<file path="config.mk">
export PLATFORM = sky130hd
export DESIGN_NAME = vsync_mode_sequencer
export DESIGN_NICKNAME = d
export VERILOG_FILES = /design/src/rtl/vsync_mode_sequencer.sv
export SDC_FILE = /design/constraint.sdc
export NUM_CORES = 1
export LEC_CHECK = 0
export ABC_AREA = 1
export BUFFER_PORTS_ARGS = -buffer_cell sky130_fd_sc_hd__buf_4
export CAP_MARGIN = 0
export CORE_MARGIN = 2
export CORE_UTILIZATION = 58
export DETAILED_ROUTE_END_ITERATION = 8
export PLACE_DENSITY = 0.87
export SYNTH_ARGS = -nofsm -noshare
export SYNTH_HDL_FRONTEND = slang
export SYNTH_SLANG_ARGS = --single-unit
</file>
<file path="constraint.sdc">
create_clock -name clk -period 2.8 [get_ports clk]
set_input_delay 0.14 -clock clk [delete_from_list [all_inputs] [get_ports clk]]
set_output_delay 0.14 -clock clk [all_outputs]
set_load 0.03 [all_outputs]
</file>
<file path="src/rtl/vsync_mode_sequencer.sv">
`default_nettype none
// ============================================================================
// Module      : vsync_mode_sequencer
// Description : Wishbone master that reprograms a vsync_generator for a new
//               video mode: disable, poll until idle, load 12 timing
//               registers from a built-in table, then re-enable.
// Revision    : 1.0 - initial release
// ============================================================================
module vsync_mode_sequencer #(
  parameter int WB_ADR_WIDTH = 8,
  parameter int WB_DAT_WIDTH = 32,
  parameter int WB_SEL_WIDTH = WB_DAT_WIDTH / 8,
  parameter int POLL_TIMEOUT = 65535
) (
  input  logic                    clk,
  input  logic                    reset,
  input  logic                    ctl_start,
  input  logic [1:0]              ctl_mode,
  output logic                    stat_busy,
  output logic                    stat_done,
  output logic                    stat_error,
  output logic [WB_ADR_WIDTH-1:0] m_wb_adr_o,
  output logic [WB_DAT_WIDTH-1:0] m_wb_dat_o,
  input  logic [WB_DAT_WIDTH-1:0] m_wb_dat_i,
  output logic                    m_wb_we_o,
  output logic [WB_SEL_WIDTH-1:0] m_wb_sel_o,
  output logic                    m_wb_stb_o,
  input  logic                    m_wb_ack_i
);

  localparam int c_cnt_w       = $clog2(POLL_TIMEOUT + 1);
  localparam int c_adr_control = 4;
  localparam int c_adr_status  = 5;

  // Register order: HTOTAL, HDISP_START, HDISP_END, HSYNC_START, HSYNC_END,
  // HSYNC_POL, VTOTAL, VDISP_START, VDISP_END, VSYNC_START, VSYNC_END, VSYNC_POL
  localparam logic [0:11][4:0] c_load_adr = '{
    5'd8, 5'd12, 5'd13, 5'd14, 5'd15, 5'd11, 5'd16, 5'd20, 5'd21, 5'd22, 5'd23, 5'd19};
  localparam logic [0:11][10:0] c_tab0 = '{
    11'd800, 11'd112, 11'd752, 11'd0, 11'd96, 11'd0,
    11'd525, 11'd12, 11'd492, 11'd0, 11'd2, 11'd0};
  localparam logic [0:11][10:0] c_tab1 = '{
    11'd1056, 11'd168, 11'd968, 11'd0, 11'd128, 11'd1,
    11'd628, 11'd5, 11'd605, 11'd0, 11'd4, 11'd1};
  localparam logic [0:11][10:0] c_tab2 = '{
    11'd1650, 11'd150, 11'd1430, 11'd0, 11'd40, 11'd1,
    11'd750, 11'd10, 11'd730, 11'd0, 11'd5, 11'd1};

  typedef enum logic [2:0] {
    S_IDLE = 3'd0,
    S_DIS  = 3'd1,
    S_POLL = 3'd2,
    S_LOAD = 3'd3,
    S_EN   = 3'd4
  } state_t;

  state_t                  r_state;
  logic [1:0]              r_mode;
  logic [3:0]              r_idx;
  logic [c_cnt_w-1:0]      r_cnt;
  logic                    r_stb;
  logic                    r_we;
  logic [WB_ADR_WIDTH-1:0] r_adr;
  logic [WB_DAT_WIDTH-1:0] r_dat;
  logic                    r_busy;
  logic                    r_done;
  logic                    r_error;
  // High for the single cycle after a sequence ends, so a start coincident
  // with done/error is not accepted.
  logic                    r_fin;

  logic [10:0]             w_param;
  logic                    w_timeout;
  logic                    w_ack;
  logic                    w_unused;

  assign w_timeout = (r_cnt >= POLL_TIMEOUT[c_cnt_w-1:0]);
  assign w_ack     = r_stb & m_wb_ack_i;
  assign w_unused  = &{1'b0, m_wb_dat_i[WB_DAT_WIDTH-1:1]};

  // Timing value for the current LOAD slot of the latched mode
  always_comb begin
    w_param = c_tab0[r_idx];
    case (r_mode)
      2'd1:    w_param = c_tab1[r_idx];
      2'd2:    w_param = c_tab2[r_idx];
      default: w_param = c_tab0[r_idx];
    endcase
  end

  // Sequencer FSM: each access raises stb from a low cycle and drops it on ack
  always_ff @(posedge clk or posedge reset) begin
    if (reset) begin
      r_state <= S_IDLE;
      r_mode  <= 2'd0;
      r_idx   <= 4'd0;
      r_cnt   <= '0;
      r_stb   <= 1'b0;
      r_we    <= 1'b0;
      r_adr   <= '0;
      r_dat   <= '0;
      r_busy  <= 1'b0;
      r_done  <= 1'b0;
      r_error <= 1'b0;
      r_fin   <= 1'b0;
    end else begin
      r_done <= 1'b0;
      r_fin  <= 1'b0;
      case (r_state)
        S_IDLE: begin
          if (ctl_start && !r_fin) begin
            r_mode  <= ctl_mode;
            r_busy  <= 1'b1;
            r_error <= 1'b0;
            r_state <= S_DIS;
          end
        end
        S_DIS: begin
          if (!r_stb) begin
            r_stb <= 1'b1;
            r_we  <= 1'b1;
            r_adr <= WB_ADR_WIDTH'(c_adr_control);
            r_dat <= '0;
          end else if (w_ack) begin
            r_stb   <= 1'b0;
            r_cnt   <= '0;
            r_state <= S_POLL;
          end
        end
        S_POLL: begin
          if (!w_timeout) begin
            r_cnt <= r_cnt + c_cnt_w'(1);
          end
          if (!r_stb) begin
            if (w_timeout) begin
              r_error <= 1'b1;
              r_busy  <= 1'b0;
              r_fin   <= 1'b1;
              r_we    <= 1'b0;
              r_state <= S_IDLE;
            end else begin
              r_stb <= 1'b1;
              r_we  <= 1'b0;
              r_adr <= WB_ADR_WIDTH'(c_adr_status);
              r_dat <= '0;
            end
          end else if (w_ack) begin
            r_stb <= 1'b0;
            if (w_timeout) begin
              r_error <= 1'b1;
              r_busy  <= 1'b0;
              r_fin   <= 1'b1;
              r_state <= S_IDLE;
            end else if (!m_wb_dat_i[0]) begin
              if (r_mode == 2'd3) begin
                r_done  <= 1'b1;
                r_busy  <= 1'b0;
                r_fin   <= 1'b1;
                r_state <= S_IDLE;
              end else begin
                r_idx   <= 4'd0;
                r_state <= S_LOAD;
              end
            end
          end
        end
        S_LOAD: begin
          if (!r_stb) begin
            r_stb <= 1'b1;
            r_we  <= 1'b1;
            r_adr <= WB_ADR_WIDTH'(c_load_adr[r_idx]);
            r_dat <= WB_DAT_WIDTH'(w_param);
          end else if (w_ack) begin
            r_stb <= 1'b0;
            if (r_idx == 4'd11) begin
              r_state <= S_EN;
            end else begin
              r_idx <= r_idx + 4'd1;
            end
          end
        end
        S_EN: begin
          if (!r_stb) begin
            r_stb <= 1'b1;
            r_we  <= 1'b1;
            r_adr <= WB_ADR_WIDTH'(c_adr_control);
            r_dat <= WB_DAT_WIDTH'(1);
          end else if (w_ack) begin
            r_stb   <= 1'b0;
            r_we    <= 1'b0;
            r_done  <= 1'b1;
            r_busy  <= 1'b0;
            r_fin   <= 1'b1;
            r_state <= S_IDLE;
          end
        end
        default: begin
          r_stb   <= 1'b0;
          r_state <= S_IDLE;
        end
      endcase
    end
  end

  assign m_wb_stb_o = r_stb;
  assign m_wb_we_o  = r_we;
  assign m_wb_adr_o = r_adr;
  assign m_wb_dat_o = r_dat;
  assign m_wb_sel_o = {WB_SEL_WIDTH{r_stb}};
  assign stat_busy  = r_busy;
  assign stat_done  = r_done;
  assign stat_error = r_error;

endmodule
`default_nettype wire
</file>
# [Yosys cells after proc, flatten, opt, wreduce, memory -nomap -nowiden]
# Memories as Yosys holds them, arrays and structs flattened.
# Cells that the tools add are included.
[word_totals] regBits=71 rom_bits=608 in_bits=38 mem_count=4
[classes] addsub=2 magnitude_cmp=2 n_eq_ne=33 mux=85 bitwise_logic=2 n_reduce_logical=22
[mem_list] name="(no name shown)" depth=16 width=11 rd=1 rd_ports_with_merged_regs=0 wr=0 line="87" text="default: w_param = c_tab0[r_idx];"
[mem_list] name="(no name shown)" depth=16 width=11 rd=1 rd_ports_with_merged_regs=0 wr=0 line="86" text="2'd2: w_param = c_tab2[r_idx];"
[mem_list] name="(no name shown)" depth=16 width=11 rd=1 rd_ports_with_merged_regs=0 wr=0 line="85" text="2'd1: w_param = c_tab1[r_idx];"
[mem_list] name="(no name shown)" depth=16 width=5 rd=1 rd_ports_with_merged_regs=0 wr=0 line="171" text="r_adr <= WB_ADR_WIDTH'(c_load_adr[r_idx]);"
[op_table] op="$mux W32" n=5
[op_table] op="$pmux W32 S4" n=1
[op_table] op="$mux W11" n=6
[op_table] op="$mux W16" n=3
[op_table] op="$ne A2 B2 Y1 const B" n=20
[op_table] op="$mux W3" n=13
[op_table] op="$mux W4" n=8
[op_table] op="$mux W8" n=4
[op_table] op="$pmux W16 S2" n=1
[op_table] op="$mux W1" n=31
[op_table] op="$pmux W8 S3" n=1
[op_table] op="$pmux W11 S2" n=1
[op_table] op="$add A16 B1 Y16 const B" n=1
[op_table] op="$ge A16 B16 Y1 const B" n=1
[op_table] op="$pmux W3 S5" n=1
[op_table] op="$reduce_and A11 Y1" n=1
[op_table] op="$mux W5" n=2
[op_table] op="$ne A3 B3 Y1 const B" n=3
[op_table] op="$pmux W1 S3" n=3
[op_table] op="$reduce_and A9 Y1" n=1
[op_table] op="$reduce_bool A3 Y1" n=3
[op_table] op="$ne A4 B4 Y1 const B" n=2
[op_table] op="$pmux W4 S2" n=1
[op_table] op="$reduce_and A4 Y1" n=2
[op_table] op="24 further kinds" n=31

# [Depth between registers and ports, before layout]
[depth] word_depth=7 depth_mapped=10

# [Worst setup path before layout]
# No wires, ideal clock.
[synth_timing] kind="reg2reg" start="register r_mode[0]" end="register r_dat[6], in the netlist m_wb_dat_o[6]" setup_time_ns=0.122 arrival_ns=1.437 t_required_ns=2.678 slack_ns=1.241 path_stages_with_launch=9 synth_period_minus_slack_ns=1.559 path_cell_list="dfrtp_1 > inv_1 > ha_1 > clkbuf_1 > inv_1 > o21ai_0 > nand2_1 > nand2_1 > o21ai_1"
[synth_via] elab_chain_len=4 word_cells_on_any_way=5 cone_classes="2 x eq/ne; 3 x mux"
[synth_lines] element="start, declared" line="58" text="logic [1:0] r_mode;"
[synth_lines] element="start signal, assigned" line="112" text="r_mode <= ctl_mode;"
[synth_lines] element="$eq A2 B2 Y1 or $eq A2 B1 Y1 (tied branches)" line="84" text="case (r_mode)"
[synth_lines] element="$pmux W11 S2 (*)" line="84"
[synth_lines] element="$mux W32 (*)" line="168" text="if (!r_stb) begin"
[synth_lines] element="$pmux W32 S4 (*)" line="109" text="case (r_state)"
[synth_lines] element="end signal, assigned" line="172" text="r_dat <= WB_DAT_WIDTH'(w_param);"
[synth_lines] element="end, declared" line="64" text="logic [WB_DAT_WIDTH-1:0] r_dat;"
# Mark *: on every way between the ends. The rest lies on a longest branch, timed or not. The select of a mux whose other input is x is not followed.
# A chain may end at the register's enable or synchronous reset.

# [Worst setup path after layout]
[layout_timing] start="register r_cnt[0]" end="register r_cnt[11]"
[layout_via] elab_chain_len=3 word_cells_on_any_way=6 cone_classes="1 x add/sub; 1 x order compare; 1 x eq/ne; 2 x mux; 1 x reduce/logical"
[layout_lines] element="start, declared" line="60" text="logic [c_cnt_w-1:0] r_cnt;"
[layout_lines] element="start signal, assigned" line="132" text="r_cnt <= r_cnt + c_cnt_w'(1);"
[layout_lines] element="$add A16 B1 Y16 or $ge A16 B16 Y1 (tied branches)" line="132, 77"
[layout_lines] element="$mux W16 or $ne A2 B2 Y1 (tied branches)"
[layout_lines] element="$pmux W16 S2 or $reduce_and A4 Y1 (tied branches)"
# Parallel ways exist; a longest one is shown, timed or not. The select of a mux whose other input is x is not followed.

==> impl_table.tex <==
\begin{tabular}{lr}
\hline
Metric & Value \\
\hline
\multicolumn{2}{l}{\textbf{Flow run}} \\
\quad Max-Cap Viols & 0 \\
\multicolumn{2}{l}{\textbf{Placed design}} \\
\quad Gpl congestion & 0.936 \\
\quad Pre-CTS setup slack & 0.792 ns \\
\quad Total instance count after detailed placement & 556 \\
\quad Buffers added on ports & 31 \\
\quad HPWL reported at the end of detailed placement & 5.50 mm \\
\multicolumn{2}{l}{\textbf{Timing}} \\
\quad Minimum setup slack in the final design & 0.722 ns \\
\quad Minimum period implied by the final worst setup slack & 2.08 ns \\
\quad Unrepaired setup endpoints after global routing & false \\
\quad Final clock period utilization by the worst path & 0.742 \\
\quad Slew Limit Fails & 0 \\
\quad Skew final & 0.00507 ns \\
\quad Sum of negative setup slack & 0 ns \\
\quad Pin slew with the least headroom to its limit & 0.996 ns \\
\quad Number of setup violations in the final report & 0 \\
\quad Hold violation total from the final report & 0 \\
\quad Relative max-transition margin & 0.335 \\
\quad Achievable Freq & 481 MHz \\
\multicolumn{2}{l}{\textbf{Power}} \\
\quad Maximum VDD drop & 0.573 mV \\
\quad Proportion of power drawn by the clock network & 0.142 \\
\quad Combinational Power Share & 0.571 \\
\quad Leakage power figure & 1.79 nW \\
\quad Areal power density over the cells & 1050 nW/µm² \\
\quad Int Pwr & 1.81 mW \\
\quad Sw Ratio & 0.515 \\
\quad Sequential share of power & 0.287 \\
\quad Switching pwr & 1.92 mW \\
\multicolumn{2}{l}{\textbf{Clocking}} \\
\quad Number of H-tree levels & 2 \\
\quad \# resized after CTS & 0 \\
\quad Count of clock tree sinks & 47 \\
\quad Clock transition at the registers of the reported paths & 0.09 ns \\
\quad Inserted Clock Buffers & 5 \\
\quad Count of buffers added by post-CTS timing repair for setup & 0 \\
\quad Clock root buffer master & sky130\_fd\_sc\_hd\_\_clkbuf\_8 \\
\quad Hold buffer count at CTS & 0 \\
\quad Clock tree from TritonCTS & yes \\
\quad Worst-Skew Late Latency & 0.30 ns \\
\quad Clock Tree Buf Depth & 2 \\
\multicolumn{2}{l}{\textbf{Synth}} \\
\quad Post-synthesis sequential area ratio & 0.355 \\
\quad Post-synthesis instance total & 469 \\
\quad Main area contributors after synthesis & sky130\_fd\_sc\_hd\_\_dfrtp\_1 (35\%), sky130\_fd\_sc\_hd\_\_nand2\_1 (15\%), sky130\_fd\_sc\_hd\_\_nand3\_1 (6.8\%) \\
\quad FFs w/ async S/R, synth & 1.00 \\
\quad Total of warnings raised by yosys & 0 \\
\quad Dominant register cell in the synthesized netlist & sky130\_fd\_sc\_hd\_\_dfrtp\_1 \\
\quad Mean instance size in the synthesized netlist & 7.07 µm² \\
\quad Flops \& latches, synth & 47 \\
\quad Number of synthesized flops with an enable pin & 0 \\
\quad Post-Synthesis Cell Area & 3320 µm² \\
\quad Post-synth top area cell & sky130\_fd\_sc\_hd\_\_dfrtp\_1 \\
\quad Fraction of post-synthesis cell area in the top cell type by area & 0.355 \\
\quad Synth unique cells & 34 \\
\multicolumn{2}{l}{\textbf{Worst setup path}} \\
\quad Startpoint type of the worst setup path & flop \\
\quad CP Launch Point & r\_cnt[0]\$\_DFFE\_PP0P\_ \\
\quad Worst flop-to-flop path startpoint & r\_cnt[0]\$\_DFFE\_PP0P\_ \\
\quad Number of cells on the worst reg-to-reg path & 10 \\
\quad Crit-path max FO & 15 \\
\quad Worst path required time & 3.00 ns \\
\quad CP endpoint kind & flop \\
\quad Arrival time reported for the critical path endpoint & 2.27 ns \\
\quad Crit Path Class & flop to flop \\
\multicolumn{2}{l}{\textbf{Floorplanning}} \\
\quad Floorplan row count & 27 \\
\quad Initial core utilization & 0.602 \\
\quad Core area & 5510 µm² \\
\quad Overall die width & 79.6 µm \\
\quad Die footprint & 6340 µm² \\
\quad Number of placed I/O pins & 87 \\
\quad Chip Height & 79.6 µm \\
\multicolumn{2}{l}{\textbf{Cells and area}} \\
\quad Most frequent standard cell in the layout excluding fill and tap cells & sky130\_fd\_sc\_hd\_\_nand2\_1 \\
\quad Area taken by multi-input logic gates & 1770 µm² \\
\quad Number of antenna diodes & 0 \\
\quad Area growth from synthesis to layout & 7.39\% \\
\quad FF+latch area & 1180 µm² \\
\quad Core utilization of the finished layout & 0.647 \\
\quad Fraction of layout cells with a size suffix above 1 & 0.140 \\
\quad Layout Cells excl Fill & 564 \\
\quad Total Nets Final & 540 \\
\quad Most used cells in the layout excluding fill and tap cells & sky130\_fd\_sc\_hd\_\_nand2\_1 (135), sky130\_fd\_sc\_hd\_\_dfrtp\_1 (47), sky130\_fd\_sc\_hd\_\_nand3\_1 (45) \\
\quad Filler instances & 503 \\
\multicolumn{2}{l}{\textbf{Detailed routing}} \\
\quad Pre-Repair DR Iteration Count & 5 \\
\quad Routed wirelength normalized by instance count & 13.2 µm \\
\quad Initial DRC Count & 309 \\
\quad Routed via count & 3,041 \\
\quad Post-detailed-route via-to-cell ratio & 5.39 \\
\quad Wire length reported by the detailed router & 7.44 mm \\
\quad Number of nets with antenna violations after detailed routing & 0 \\
\quad Final routed DRC violation total & 0 \\
\multicolumn{2}{l}{\textbf{Global routing}} \\
\quad Overall fraction of global-route tracks in use & 0.245 \\
\quad Number of antenna violations at the first check in global routing & 0 \\
\quad Remaining global-route overflow & 0 \\
\quad Via count of the first global-routing pass & 2,768 \\
\quad Maximum number of pins on one net before global-route repair & 48 \\
\quad Wire length of the first global-routing pass & 12.5 mm \\
\multicolumn{2}{l}{\textbf{Hold path}} \\
\quad Cell count of the worst hold path & 3 \\
\quad Hold\_sp & ctl\_mode[0] \\
\quad Class of the worst hold path & input port to flop \\
\multicolumn{2}{l}{\textbf{Outcome}} \\
\quad Status & completed \\
\hline
\end{tabular}
## sequential cells by signal, summed over array words and instances (netlist names), 2 cells and up
signal	cells
r_cnt	16
m_wb_dat_o	11
m_wb_adr_o	5
r_idx	4
r_state	3
r_mode	2
## synthesized netlist by cell type, types with 4 or more instances
library cell               number
sky130_fd_sc_hd__nand2_1      135
sky130_fd_sc_hd__dfrtp_1       47
sky130_fd_sc_hd__nand3_1       45
sky130_fd_sc_hd__inv_1         41
sky130_fd_sc_hd__nor2_1        39
sky130_fd_sc_hd__buf_4         28
sky130_fd_sc_hd__o21ai_0       27
sky130_fd_sc_hd__o21ai_1       20
sky130_fd_sc_hd__ha_1          11
sky130_fd_sc_hd__a21oi_1        9
sky130_fd_sc_hd__clkbuf_1       5
sky130_fd_sc_hd__nand2_2        5
sky130_fd_sc_hd__nor2_2         5
sky130_fd_sc_hd__o211ai_1       5
sky130_fd_sc_hd__o21ai_2        5
sky130_fd_sc_hd__xor2_1         5
sky130_fd_sc_hd__buf_6          4
sky130_fd_sc_hd__inv_2          4
sky130_fd_sc_hd__nand4_1        4
## path summary, 6_finish.rpt
kind	slack [ns]	to
max in group asynchronous	2.12	r_idx[3]$_DFFE_PP0P_
min in group asynchronous	0.07	m_wb_dat_o[1]$_DFFE_PP0P_
worst min register to register	0.48	m_wb_dat_o[3]$_DFFE_PP0P_
worst max-delay path	0.72	r_cnt[11]$_DFFE_PP0P_
worst max register to register	0.72	r_cnt[11]$_DFFE_PP0P_
worst min-delay path	0.04	r_mode[0]$_DFFE_PP0P_
## cell families after synthesis
kind of cell / share of synthesized area
flip-flops: 0.355
adder cells (fa/ha/maj): 0.0415
buffers and inverters: 0.139
AO/OA/AOI/OAI: 0.132
AND/OR/NAND/NOR: 0.318
XOR/XNOR: 0.0132
other: 0.00113
## through the flow
stage | cell area, µm² | hold WS (ns) | total power [mW]
2_1_floorplan | 3400 | 0.261 | 2.74
3_3_place_gp | 3440 | 0.350 | 3.13
3_5_place_dp | 3440 | 0.353 | 3.18
4_1_cts | 3560 | 0.0334 | 3.71
5_1_grt | 3560 | 0.0438 | 4.01
6_report | 3560 | 0.0377 | 3.73
## area by class of cell
type                    instances  area share
multi-input cells             359       0.496
flip-flops and latches         47       0.330
repair buffers                 32      0.0674
inverters                      46      0.0485
well taps                      72      0.0253
clock buffers                   6      0.0232
clock inverters                 2     0.00983
## worst max-delay path: stages (launching register included)
cell and delay, ns:
sky130_fd_sc_hd__dfrtp_1 0.43, sky130_fd_sc_hd__ha_1 0.19, sky130_fd_sc_hd__nand2_1 0.08, sky130_fd_sc_hd__nor2_2 0.16, sky130_fd_sc_hd__nand3_1 0.15, sky130_fd_sc_hd__nor2_2 0.18
sky130_fd_sc_hd__nand2_2 0.15, sky130_fd_sc_hd__nand2_2 0.28, sky130_fd_sc_hd__inv_2 0.17, sky130_fd_sc_hd__nand4_1 0.11, sky130_fd_sc_hd__nand2_1 0.06
## routing by layer
metal  routed length (µm)  track usage  up-vias  share of wire
met5                    0            0        -              0
met4                  129       0.0845        0          0.017
met3                  499       0.0486       16          0.067
met2                 3450        0.391      128           0.46
met1                 3360        0.333     1386           0.45
li1                     -            -     1511              -
## power by group through the flow
stage	clock network [mW]	logic, mW	registers (mW)
floorplan	0	1.52	1.22
detailed placement	0	2.09	1.08
CTS	0.537	2.10	1.07
global placement	0	2.06	1.07
finish	0.530	2.13	1.07
global route	0.565	2.34	1.10
No activity file was read; power rests on OpenSTA's default activity.
